$ cat src/rtl/cmp_sched_pkg.sv
// Shared types and defaults for the cmp_sched comparator scheduler.
package cmp_sched_pkg;

    localparam int unsigned DATA_W_DEF  = 16;
    localparam int unsigned NUM_REQ_DEF = 4;

    typedef enum logic {
        IDLE,
        CMP
    } cmp_state_t;

    typedef struct packed {
        logic gt;
        logic lt;
        logic eq;
    } cmp_res_t;

endpackage : cmp_sched_pkg

$ cat src/rtl/cmp_sched_if.sv
// Requester-side bus of cmp_sched: per-lane requests/operands in, grant/done/result out.
// Optional macro CMP_SCHED_COUNT_EN adds the cmp_count result-counter signal.
interface cmp_sched_if #(
    parameter int unsigned NUM_REQ = 4,
    parameter int unsigned DATA_W  = 16
);
    localparam int unsigned IDX_W = (NUM_REQ > 1) ? $clog2(NUM_REQ) : 1;

    logic [NUM_REQ-1:0]        req;
    logic [NUM_REQ*DATA_W-1:0] a_in;
    logic [NUM_REQ*DATA_W-1:0] b_in;
    logic [NUM_REQ-1:0]        grant;
    logic [NUM_REQ-1:0]        done;
    logic                      busy;
    logic                      gt;
    logic                      lt;
    logic                      eq;
    logic [IDX_W-1:0]          result_id;
`ifdef CMP_SCHED_COUNT_EN
    logic [15:0]               cmp_count;
`endif

    // Requester side
    modport master (
        output req, a_in, b_in,
        input  grant, done, busy, gt, lt, eq, result_id
`ifdef CMP_SCHED_COUNT_EN
        , input cmp_count
`endif
    );

    // Scheduler side
    modport slave (
        input  req, a_in, b_in,
        output grant, done, busy, gt, lt, eq, result_id
`ifdef CMP_SCHED_COUNT_EN
        , output cmp_count
`endif
    );

endinterface : cmp_sched_if

$ cat src/rtl/cmp_sched_mag_cmp.sv
// Shared unsigned magnitude comparator (combinational).
module mag_cmp
    import cmp_sched_pkg::*;
#(
    parameter int unsigned W = DATA_W_DEF
) (
    input  logic [W-1:0] a,
    input  logic [W-1:0] b,
    output cmp_res_t     res_c
);

    // Exactly one of gt/lt/eq is set for any operand pair
    always_comb begin
        res_c    = '0;
        res_c.gt = (a > b);
        res_c.lt = (a < b);
        res_c.eq = (a == b);
    end

endmodule : mag_cmp

$ cat src/rtl/cmp_sched_rr_arbiter.sv
// Combinational round-robin pick: first set req searching upward from rr_ptr+1, wrapping.
module rr_arbiter #(
    parameter int unsigned NUM_REQ = 4,
    localparam int unsigned IDX_W  = (NUM_REQ > 1) ? $clog2(NUM_REQ) : 1
) (
    input  logic [NUM_REQ-1:0] req,
    input  logic [IDX_W-1:0]   rr_ptr,
    output logic [NUM_REQ-1:0] grant_next_c,
    output logic [IDX_W-1:0]   idx_c,
    output logic               valid_c
);

    // Scan NUM_REQ positions starting just past the last winner
    always_comb begin
        logic        found;
        int unsigned cand;
        found        = 1'b0;
        cand         = 0;
        grant_next_c = '0;
        idx_c        = '0;
        for (int unsigned k = 0; k < NUM_REQ; k++) begin
            cand = (32'(rr_ptr) + k + 32'd1) % NUM_REQ;
            if (!found && req[cand]) begin
                found              = 1'b1;
                idx_c              = IDX_W'(cand);
                grant_next_c[cand] = 1'b1;
            end
        end
        valid_c = found;
    end

endmodule : rr_arbiter

$ cat src/rtl/cmp_sched.sv
// Round-robin scheduler sharing one magnitude comparator between NUM_REQ requesters.
// Optional macro CMP_SCHED_COUNT_EN adds a saturating count of completed compares.
module cmp_sched
    import cmp_sched_pkg::*;
#(
    parameter int unsigned NUM_REQ = NUM_REQ_DEF,
    parameter int unsigned DATA_W  = DATA_W_DEF
) (
    input  logic        clk,
    input  logic        n_rst,
    cmp_sched_if.slave  bus
);

    localparam int unsigned IDX_W = (NUM_REQ > 1) ? $clog2(NUM_REQ) : 1;

    cmp_state_t          state_q, state_d;
    logic [NUM_REQ-1:0]  grant_q, grant_d;
    logic [NUM_REQ-1:0]  done_q, done_d;
    logic                busy_q, busy_d;
    cmp_res_t            res_q, res_d;
    logic [IDX_W-1:0]    result_id_q, result_id_d;
    logic [IDX_W-1:0]    rr_ptr_q, rr_ptr_d;
    logic [IDX_W-1:0]    id_q, id_d;
    logic [DATA_W-1:0]   a_q, a_d;
    logic [DATA_W-1:0]   b_q, b_d;

    logic [NUM_REQ-1:0]  arb_grant_c;
    logic [IDX_W-1:0]    arb_idx_c;
    logic                arb_valid_c;
    cmp_res_t            cmp_res_c;

    rr_arbiter #(
        .NUM_REQ (NUM_REQ)
    ) u_arb (
        .req          (bus.req),
        .rr_ptr       (rr_ptr_q),
        .grant_next_c (arb_grant_c),
        .idx_c        (arb_idx_c),
        .valid_c      (arb_valid_c)
    );

    mag_cmp #(
        .W (DATA_W)
    ) u_cmp (
        .a     (a_q),
        .b     (b_q),
        .res_c (cmp_res_c)
    );

    // Next-state: IDLE grants and latches operands, CMP publishes the result
    always_comb begin
        state_d     = state_q;
        grant_d     = '0;
        done_d      = '0;
        busy_d      = 1'b0;
        res_d       = res_q;
        result_id_d = result_id_q;
        rr_ptr_d    = rr_ptr_q;
        id_d        = id_q;
        a_d         = a_q;
        b_d         = b_q;
        unique case (state_q)
            IDLE: begin
                if (arb_valid_c) begin
                    grant_d  = arb_grant_c;
                    a_d      = bus.a_in[32'(arb_idx_c) * DATA_W +: DATA_W];
                    b_d      = bus.b_in[32'(arb_idx_c) * DATA_W +: DATA_W];
                    id_d     = arb_idx_c;
                    rr_ptr_d = arb_idx_c;
                    busy_d   = 1'b1;
                    state_d  = CMP;
                end
            end
            CMP: begin
                res_d       = cmp_res_c;
                result_id_d = id_q;
                done_d      = NUM_REQ'(1) << id_q;
                state_d     = IDLE;
            end
            default: state_d = IDLE;
        endcase
    end

    // State and output registers, synchronous active-low reset
    always_ff @(posedge clk) begin
        if (!n_rst) begin
            state_q     <= IDLE;
            grant_q     <= '0;
            done_q      <= '0;
            busy_q      <= 1'b0;
            res_q       <= '0;
            result_id_q <= '0;
            rr_ptr_q    <= IDX_W'(NUM_REQ - 1);
            id_q        <= '0;
            a_q         <= '0;
            b_q         <= '0;
        end else begin
            state_q     <= state_d;
            grant_q     <= grant_d;
            done_q      <= done_d;
            busy_q      <= busy_d;
            res_q       <= res_d;
            result_id_q <= result_id_d;
            rr_ptr_q    <= rr_ptr_d;
            id_q        <= id_d;
            a_q         <= a_d;
            b_q         <= b_d;
        end
    end

    assign bus.grant     = grant_q;
    assign bus.done      = done_q;
    assign bus.busy      = busy_q;
    assign bus.gt        = res_q.gt;
    assign bus.lt        = res_q.lt;
    assign bus.eq        = res_q.eq;
    assign bus.result_id = result_id_q;

`ifdef CMP_SCHED_COUNT_EN
    logic [15:0] count_q, count_d;

    // Saturating count of edges where a done pulse is out
    always_comb begin
        count_d = count_q;
        if ((|done_q) && (count_q != 16'hFFFF)) begin
            count_d = count_q + 16'd1;
        end
    end

    // Counter register
    always_ff @(posedge clk) begin
        if (!n_rst) begin
            count_q <= '0;
        end else begin
            count_q <= count_d;
        end
    end

    assign bus.cmp_count = count_q;
`endif

endmodule : cmp_sched

$ cat src/flat_wrapper.sv
// flat-port wrapper written by rule: the top's interface ports become plain ports
module cmp_sched_flat import cmp_sched_pkg::*;
#(
    parameter int unsigned NUM_REQ = NUM_REQ_DEF,
    parameter int unsigned DATA_W  = DATA_W_DEF
)
  (clk, n_rst, bus_req, bus_a_in, bus_b_in, bus_grant, bus_done, bus_busy, bus_gt, bus_lt, bus_eq, bus_result_id);
  cmp_sched_if #(.NUM_REQ(NUM_REQ), .DATA_W(DATA_W)) bus_i ();
  input  logic clk;
  input  logic n_rst;
  input wire logic [$bits(bus_i.req)-1:0] bus_req;
  input wire logic [$bits(bus_i.a_in)-1:0] bus_a_in;
  input wire logic [$bits(bus_i.b_in)-1:0] bus_b_in;
  output wire logic [$bits(bus_i.grant)-1:0] bus_grant;
  output wire logic [$bits(bus_i.done)-1:0] bus_done;
  output wire logic [$bits(bus_i.busy)-1:0] bus_busy;
  output wire logic [$bits(bus_i.gt)-1:0] bus_gt;
  output wire logic [$bits(bus_i.lt)-1:0] bus_lt;
  output wire logic [$bits(bus_i.eq)-1:0] bus_eq;
  output wire logic [$bits(bus_i.result_id)-1:0] bus_result_id;
  assign bus_i.req = bus_req;
  assign bus_i.a_in = bus_a_in;
  assign bus_i.b_in = bus_b_in;
  assign bus_grant = bus_i.grant;
  assign bus_done = bus_i.done;
  assign bus_busy = bus_i.busy;
  assign bus_gt = bus_i.gt;
  assign bus_lt = bus_i.lt;
  assign bus_eq = bus_i.eq;
  assign bus_result_id = bus_i.result_id;
  cmp_sched #(.NUM_REQ(NUM_REQ), .DATA_W(DATA_W)) u_core (.clk(clk), .n_rst(n_rst), .bus(bus_i));
endmodule
$ cat config.mk
export PLATFORM = sky130hd
export DESIGN_NAME = cmp_sched_flat
export DESIGN_NICKNAME = d
export VERILOG_FILES = /design/src/rtl/cmp_sched_pkg.sv /design/src/rtl/cmp_sched_if.sv /design/src/rtl/cmp_sched_mag_cmp.sv /design/src/rtl/cmp_sched_rr_arbiter.sv /design/src/rtl/cmp_sched.sv /design/src/flat_wrapper.sv
export SDC_FILE = /design/constraint.sdc
export NUM_CORES = 1
export LEC_CHECK = 0
export BUFFER_PORTS_ARGS = -buffer_cell sky130_fd_sc_hd__buf_4
export CAP_MARGIN = 20
export CORE_ASPECT_RATIO = 1.25
export CORE_MARGIN = 4
export CORE_UTILIZATION = 45
export CTS_CLUSTER_SIZE = 40
export DETAILED_ROUTE_END_ITERATION = 8
export PLACE_DENSITY = 0.8
export SETUP_SLACK_MARGIN = 0.1
export SYNTH_ARGS = -nofsm -noshare
export SYNTH_HDL_FRONTEND = slang
export SYNTH_SLANG_ARGS = --single-unit
$ cat constraint.sdc
create_clock -name clk -period 5.7 [get_ports clk]
set_clock_uncertainty 0.2 [all_clocks]
set_input_delay 1.14 -clock clk [delete_from_list [all_inputs] [get_ports clk]]
set_output_delay 1.14 -clock clk [all_outputs]
set_load 0.01 [all_outputs]
==> summary.txt, run 1 <==
STA
  – Post-route minimum period: 3.99 ns
  – Final hold vios: 0
  – Worst rel slew slack: 30.0%
  – Final setup vio count: 0
  – Setup_tns: 0 ns
  – RSZ-0062 raised after global routing: false
  – Slew @ Worst Pin: between 1 and 1.5 ns
  – Fin crit share: a little over two thirds
  – Fin. max-slew vios: 0
  – F_max: around 250 MHz

Route
  – Iter 0 DRT Violations: 84
  – M1 WL: 3.50 mm
  – Vias: 3200
  – Routed wire length: 8.94 mm
  – Routed wire per std cell: around 15 µm
  – Met3 WL: ~580 µm
  – Post-detailed-route count of antenna-violating nets: 0
  – DRC: 0
  – Uppermost layer routed: met4
  – Met2 wire length: roughly 4.7 mm
  – DR vias/cell: 5.46
  – Drt pass-1 iters: 4

Global routing
  – Vias in the first global route: approximately 3300
  – Total track usage: about 20%
  – Total gr overflow: 0
  – Largest net degree at the start of global routing: 67
  – First-pass GRT wire length: roughly 15 mm
  – Initial antenna violation count: 0

Synthesis
  – Syn nets: roughly 520
  – Synthesis Warnings: 0
  – Multiplexer area fraction after synthesis: 22.6%
  – Mapped cell area: about 3400 µm²
  – Post-synthesis average cell area: between 9 and 10 µm²
  – Xor-xnor portion of the synthesized cell area: 0%
  – FFs w/ async S/R, synth: 0%
  – Register area share after synthesis: between 20% and 30%
  – Number of flops mapped to enable cells by yosys: 0
  – Post-synth top flop: dfxtp_1
  – Library cells used by synthesis: 50
  – Synth Register Bits: 50
  – Post-Syn Instances: 358
  – Synth Area in Simple Gates: a little under an eighth
  – Synth Area in Adders: roughly 9%
  – Largest family of logic cells by synthesized area: multiplexers
  – Synth Area in Compound Gates: 18.9%

Floorplan
  – Die Span Y: around 100 µm
  – Number of top-level pins: ~150
  – Core Region: about 7000 µm²
  – Standard-cell rows: 34
  – Starting Density: between 40% and 50%
  – Chip width: between 80 and 90 µm
  – Die area: 8900 µm²

Placed design
  – Gpl congestion: approximately 0.88
  – Cell Area, Placed: ~4400 µm²
  – DP HPWL: 7.33 mm
  – IO buf count: between 100 and 150

Power
  – PD cells: around 510 nW/µm²
  – Leakage: 2.10 nW
  – Max rail drop VDD: roughly 0.46 mV
  – PnR Total Power: 2.33 mW

Clock tree
  – Clock transition at path regs: approximately 0.09 ns
  – # resized after CTS: 0
  – # clock sinks: 50
  – Clock Tree Buf Depth: 2
  – Clock root cell: clkbuf_8
  – CTS buffer count: 5
  – Clk Latency, worst-skew pair: roughly 0.3 ns
  – Post-CTS Setup Bufs: 0
  – Number of hold buffers added after CTS: 0
  – CTS H-Tree Depth: 2
  – CTS tree: yes

Critical path
  – CP Max Fanout: 66
  – Crit path required time: about 5.7 ns
  – Startpoint Class: flip-flop
  – Crit path DAT: ~4 ns
  – Crit path kind: reg2reg
  – Cells on worst reg2reg path: 8
  – Crit. End Element: flip-flop

Outcome
  – Status: completed

Job
  – Max-cap violations: 0

Cells and area
  – N_diodes: 0
  – Nets@finish: 653
  – Layout area overhead: 36.0%
  – Layout cell share with drive strength beyond 1: a little over a third
  – Design area: about 4600 µm²

Min path
  – Hold Path Class: reg2reg
  – Worst hold path depth: 2
-- report_power, final --
| part | internal (mW) | total, mW | switching (mW) |
|---|---|---|---|
| clock | 0.133 | 0.256 | 0.123 |
| combinational | 0.739 | 1.52 | 0.780 |
| sequential | 0.465 | 0.553 | 0.0878 |
-- logic make-up after synthesis --
group,after synthesis
AND/OR/NAND/NOR,87
AO/OA/AOI/OAI,79
multiplexers,72
flip-flops,50
buffers and inverters,46
adder cells (fa/ha/maj),24
-- cell usage after synthesis, types with 3 or more instances --
cell | n | area [µm²]
mux2i_1 | 66 | 661
dfxtp_1 | 50 | 1000
nand2_1 | 34 | 128
o221ai_1 | 31 | 272
nor2_1 | 30 | 113
ha_1 | 24 | 300
inv_1 | 24 | 90.1
clkbuf_1 | 11 | 41.3
a21oi_1 | 8 | 40.0
a22oi_1 | 6 | 45.0
o21ai_0 | 6 | 30.0
nand2b_1 | 5 | 31.3
nand4_1 | 5 | 31.3
a21o_1 | 4 | 30.0
a221oi_1 | 4 | 35.0
buf_12 | 4 | 80.1
o2111ai_1 | 3 | 26.3
-- sequential cells by signal, indices dropped and copies added (netlist names) --
| signal | count |
|---|---|
| u_core.bus.grant | 4 |
| u_core.bus.eq | 1 |
| u_core.rr_ptr_q | 2 |
| u_core.b_q | 16 |
| u_core.bus.result_id | 2 |
| u_core.a_q | 16 |
| u_core.id_q | 2 |
| u_core.bus.done | 4 |
| u_core.bus.gt | 1 |
| u_core.bus.lt | 1 |
| u_core.state_q | 1 |
-- layout make-up --
class,count,area [µm²]
multi-input cells,262,2100
clock inverters,3,47.5
clock buffers,5,68.8
well taps,90,113
flip-flops and latches,50,1000
repair buffers,150,1130
fillers,575,2540
inverters,26,97.6
-- worst max-delay path, cell delays in order (launching register included) --
cell	delay (ns)
dfxtp_1	0.73
inv_2	0.22
ha_1	0.47
mux2i_1	0.39
mux2i_4	0.18
a21oi_1	0.19
a32o_4	0.90
mux2i_1	0.34
o221ai_1	0.16
-- placed cells by master, fill, tap and decap left out, types with 2 or more instances in the layout --
| master | Yosys | routed |
|---|---|---|
| a21o_1 | 4 | 4 |
| dfxtp_1 | 50 | 50 |
| o21ai_0 | 6 | 6 |
| a21oi_1 | 8 | 8 |
| nand3_1 | 2 | 2 |
| mux2_4 | 2 | 2 |
| mux2_2 | 2 | 2 |
| clkbuf_8 | 0 | 5 |
| o2111ai_1 | 3 | 2 |
| and2_1 | 2 | 2 |
| ha_1 | 24 | 24 |
| mux2i_1 | 66 | 66 |
| nand4_1 | 5 | 5 |
| inv_2 | 2 | 2 |
| a221oi_1 | 4 | 4 |
| nand2_1 | 34 | 34 |
| a22oi_1 | 6 | 6 |
| nor2_1 | 30 | 29 |
| inv_1 | 24 | 24 |
| or3_1 | 2 | 2 |
| buf_4 | 0 | 149 |
| o21ai_1 | 2 | 2 |
| nand2b_1 | 5 | 5 |
| nor3_1 | 2 | 2 |
| o221ai_1 | 31 | 31 |
-- metrics by stage --
stage	hold slack [ns]	worst slack [ns]	instances	util, %
6_report	0.279	1.71	586	64.2
5_1_grt	0.292	1.40	586	64.2
4_1_cts	0.279	1.71	586	64.2
3_5_place_dp	0.255	1.73	578	62.5
3_3_place_gp	0.248	1.82	577	62.3
2_1_floorplan	0.233	2.62	358	-
-- routing by layer --
layer | GRT usage [%] | vias up
met1 | 23.3 | 1446
met3 | 3.33 | 10
met4 | 4.86 | 0
met5 | 0 | -
met2 | 35.7 | 140
li1 | - | 1604
-- worst paths after layout --
kind                                  endpoint                from  slack (ns)
worst max-delay path             u_core.a_q[8]  u_core.rr_ptr_q[0]        1.71
worst min-delay path            u_core.b_q[10]      u_core.b_q[10]        0.28
worst max register to register   u_core.a_q[8]  u_core.rr_ptr_q[0]        1.71
worst min register to register  u_core.b_q[10]      u_core.b_q[10]        0.28
No activity file was read; power rests on OpenSTA's default activity.
==> run 2: changes to the inputs <==
==> constraint.sdc (replaced) <==
create_clock -name clk -period 3.7 [get_ports clk]
set_clock_uncertainty 0.2 [all_clocks]
set_input_delay 0.74 -clock clk [delete_from_list [all_inputs] [get_ports clk]]
set_output_delay 0.74 -clock clk [all_outputs]
set_load 0.01 [all_outputs]
==> run 2 against run 1 <==
Effect of this change:
- non-clock buffer count up 8
- combinational power increased by 65%
- utilization rose by 0.85 points
- sequential share of layout area shrank 0.29 points
- sequential cell count did not move
- register-to-register slack worse by 1.3 ns
- via count is 3.5% higher
- die area stayed put
- clock power grew 50%
- sequential power up 49%
- clock-buffer cell count unchanged
- critical endpoint is now u_core.b_q[9]
- largest cell class unchanged
- largest power group unchanged
==> summary.txt, run 2 (synthesis results as in run 1) <==
Outcome
  – Status: completed (unchanged)

Floorplan
  – Die Span Y: 104 µm (unchanged)
  – Number of top-level pins: 148 (unchanged)
  – Chip width: 85.2 µm (unchanged)
  – Standard-cell rows: 34 (unchanged)
  – Starting Density: 47.2% (unchanged)
  – Core Region: 7100 µm² (unchanged)
  – Die area: 8900 µm² (unchanged)

Cells and area
  – Fin cells: 593 (was 586)
  – Fillers: 581 (was 575)
  – N_diodes: 0 (unchanged)
  – Most common cell after layout, fill and taps aside: buf_4 (unchanged)
  – Layout area overhead: 37.8% (was 36.0%)
  – Design area: 4620 µm² (was 4560 µm²)
  – Layout cell share with drive strength beyond 1: 36.0% (was 34.9%)
  – Nets@finish: 661 (was 653)
  – Commonest non-fill, non-tap cells in the layout: buf_4, mux2i_1, dfxtp_1 (unchanged)
  – Largest regs: u_core.a_q: 16 flops, u_core.b_q: 16 flops (unchanged)

Route
  – DRC: 0 (unchanged)
  – Iter 0 DRT Violations: 138 (was 84)
  – Drt pass-1 iters: 4 (unchanged)
  – Post-detailed-route count of antenna-violating nets: 0 (unchanged)
  – DR vias/cell: 5.59 (was 5.46)
  – Vias: 3313 (was 3200)
  – Routed wire length: 9.41 mm (was 8.94 mm)
  – Routed wire per std cell: 15.9 µm (was 15.3 µm)

Min path
  – Worst hold path depth: 2 (unchanged)
  – Hold Path Sink: u_core.b_q[14] (was u_core.b_q[10])
  – Hold path start: u_core.b_q[14] (was u_core.b_q[10])
  – Hold Path Class: reg2reg (unchanged)

STA
  – Post-route minimum period: 3.32 ns (was 3.99 ns)
  – Worst rel slew slack: 66.7% (was 30.0%)
  – Fin crit share: 89.6% (was 69.9%)
  – Fin. max-slew vios: 0 (unchanged)
  – Final hold vios: 0 (unchanged)
  – RSZ-0062 raised after global routing: false (unchanged)
  – Final setup vio count: 0 (unchanged)
  – WHS: 0.272 ns (was 0.279 ns)
  – Setup_tns: 0 ns (unchanged)
  – F_max: 302 MHz (was 251 MHz)
  – Slew @ Worst Pin: 0.494 ns (was 1.05 ns)

Clock tree
  – CTS buffer count: 5 (unchanged)
  – Clock transition at path regs: 0.09 ns (about the same)
  – Number of hold buffers added after CTS: 0 (unchanged)
  – CTS H-Tree Depth: 2 (unchanged)
  – Clock root cell: clkbuf_8 (unchanged)
  – # resized after CTS: 0 (unchanged)
  – # clock sinks: 50 (unchanged)
  – Post-CTS Setup Bufs: 0 (unchanged)
  – Clk Latency, worst-skew pair: 0.31 ns (was 0.30 ns)
  – CTS tree: yes (unchanged)
  – Clock Tree Buf Depth: 2 (unchanged)

Placed design
  – Gpl congestion: 0.861 (was 0.877)
  – Placed cells: 586 (was 578)
  – Cell Area, Placed: 4510 µm² (was 4440 µm²)
  – IO buf count: 147 (unchanged)
  – DP HPWL: 7.71 mm (was 7.33 mm)

Global routing
  – Total track usage: 20.8% (was 19.5%)
  – Largest net degree at the start of global routing: 33 (was 67)
  – Total gr overflow: 0 (unchanged)
  – Vias in the first global route: 3562 (was 3256)
  – Initial antenna violation count: 0 (unchanged)
  – First-pass GRT wire length: 15.5 mm (was 14.5 mm)

Critical path
  – Crit Reg-Reg Startpoint: u_core.rr_ptr_q[1] (was u_core.rr_ptr_q[0])
  – Flop-to-flop setup slack: 0.38 ns (was 1.71 ns)
  – Reg-to-Reg End: u_core.b_q[9] (was u_core.a_q[8])
  – Crit path required time: 3.67 ns (was 5.65 ns)
  – Crit path kind: reg2reg (unchanged)
  – CP Max Fanout: 21 (was 66)
  – Startpoint Class: flip-flop (unchanged)
  – Crit. End Element: flip-flop (unchanged)
  – Cells on worst reg2reg path: 8 (unchanged)
  – Crit path DAT: 3.29 ns (was 3.94 ns)

Power
  – PnR Total Power: 3.72 mW (was 2.33 mW)
  – Leakage: 2.14 nW (was 2.10 nW)
  – Max rail drop VDD: 0.473 mV (was 0.457 mV)
  – PD cells: 804 nW/µm² (was 511 nW/µm²)

Job
  – Max-cap violations: 0 (unchanged)
[run 2: power breakdown]
group          switching [mW]  internal (mW)  leakage (nW)
Clock                   0.184          0.199        0.0542
Combinational            1.28           1.23          1.67
Sequential              0.110          0.716         0.412
[run 2: layout make-up]
class / count / area, µm² / share of cell area, %
timing repair buffer: 158 / 1200 / 25.9
clock buffer: 5 / 68.8 / 1.49
sequential: 50 / 1000 / 21.7
inverter: 26 / 97.6 / 2.11
tap: 90 / 113 / 2.44
multi-input combinational: 262 / 2100 / 45.5
clock inverter: 2 / 38.8 / 0.840
[run 2: how the worst max path moves through the flow]
| stage | from | end | depth (start not counted) |
|---|---|---|---|
| after detailed placement | u_core.rr_ptr_q[1] | u_core.b_q[9] | 9 |
| after global routing | u_core.rr_ptr_q[1] | u_core.b_q[9] | 9 |
| after global placement | u_core.rr_ptr_q[1] | u_core.b_q[3] | 9 |
| after CTS | u_core.rr_ptr_q[1] | u_core.b_q[9] | 9 |
| after floorplan | u_core.rr_ptr_q[0] | u_core.a_q[10] | 10 |
| final | u_core.rr_ptr_q[1] | u_core.b_q[9] | 8 |
[run 2: metal layers]
metal	GRT usage [%]	up-vias	part of all wire, %
li1	-	1621	-
met1	23.3	1536	36
met2	39.4	144	55
met3	4.20	12	7.3
met4	4.41	0	1.4
met5	0	-	0
[run 2: worst max-delay path, stage by stage (launching register included)]
cell and delay, ns:
dfxtp_1 0.50, inv_1 0.20, ha_1 0.47, mux4_2 0.40, o32ai_2 0.29, a32o_4 0.48
buf_4 0.25, mux2i_1 0.24, o221ai_1 0.16
[run 2: through the flow]
step | utilization [%] | setup WS, ns
4_1_cts | 65.0 | 0.341
3_5_place_dp | 63.5 | 0.343
6_report | 65.0 | 0.385
2_1_floorplan | - | 0.781
5_1_grt | 65.0 | 0.123
3_3_place_gp | 63.5 | 0.498
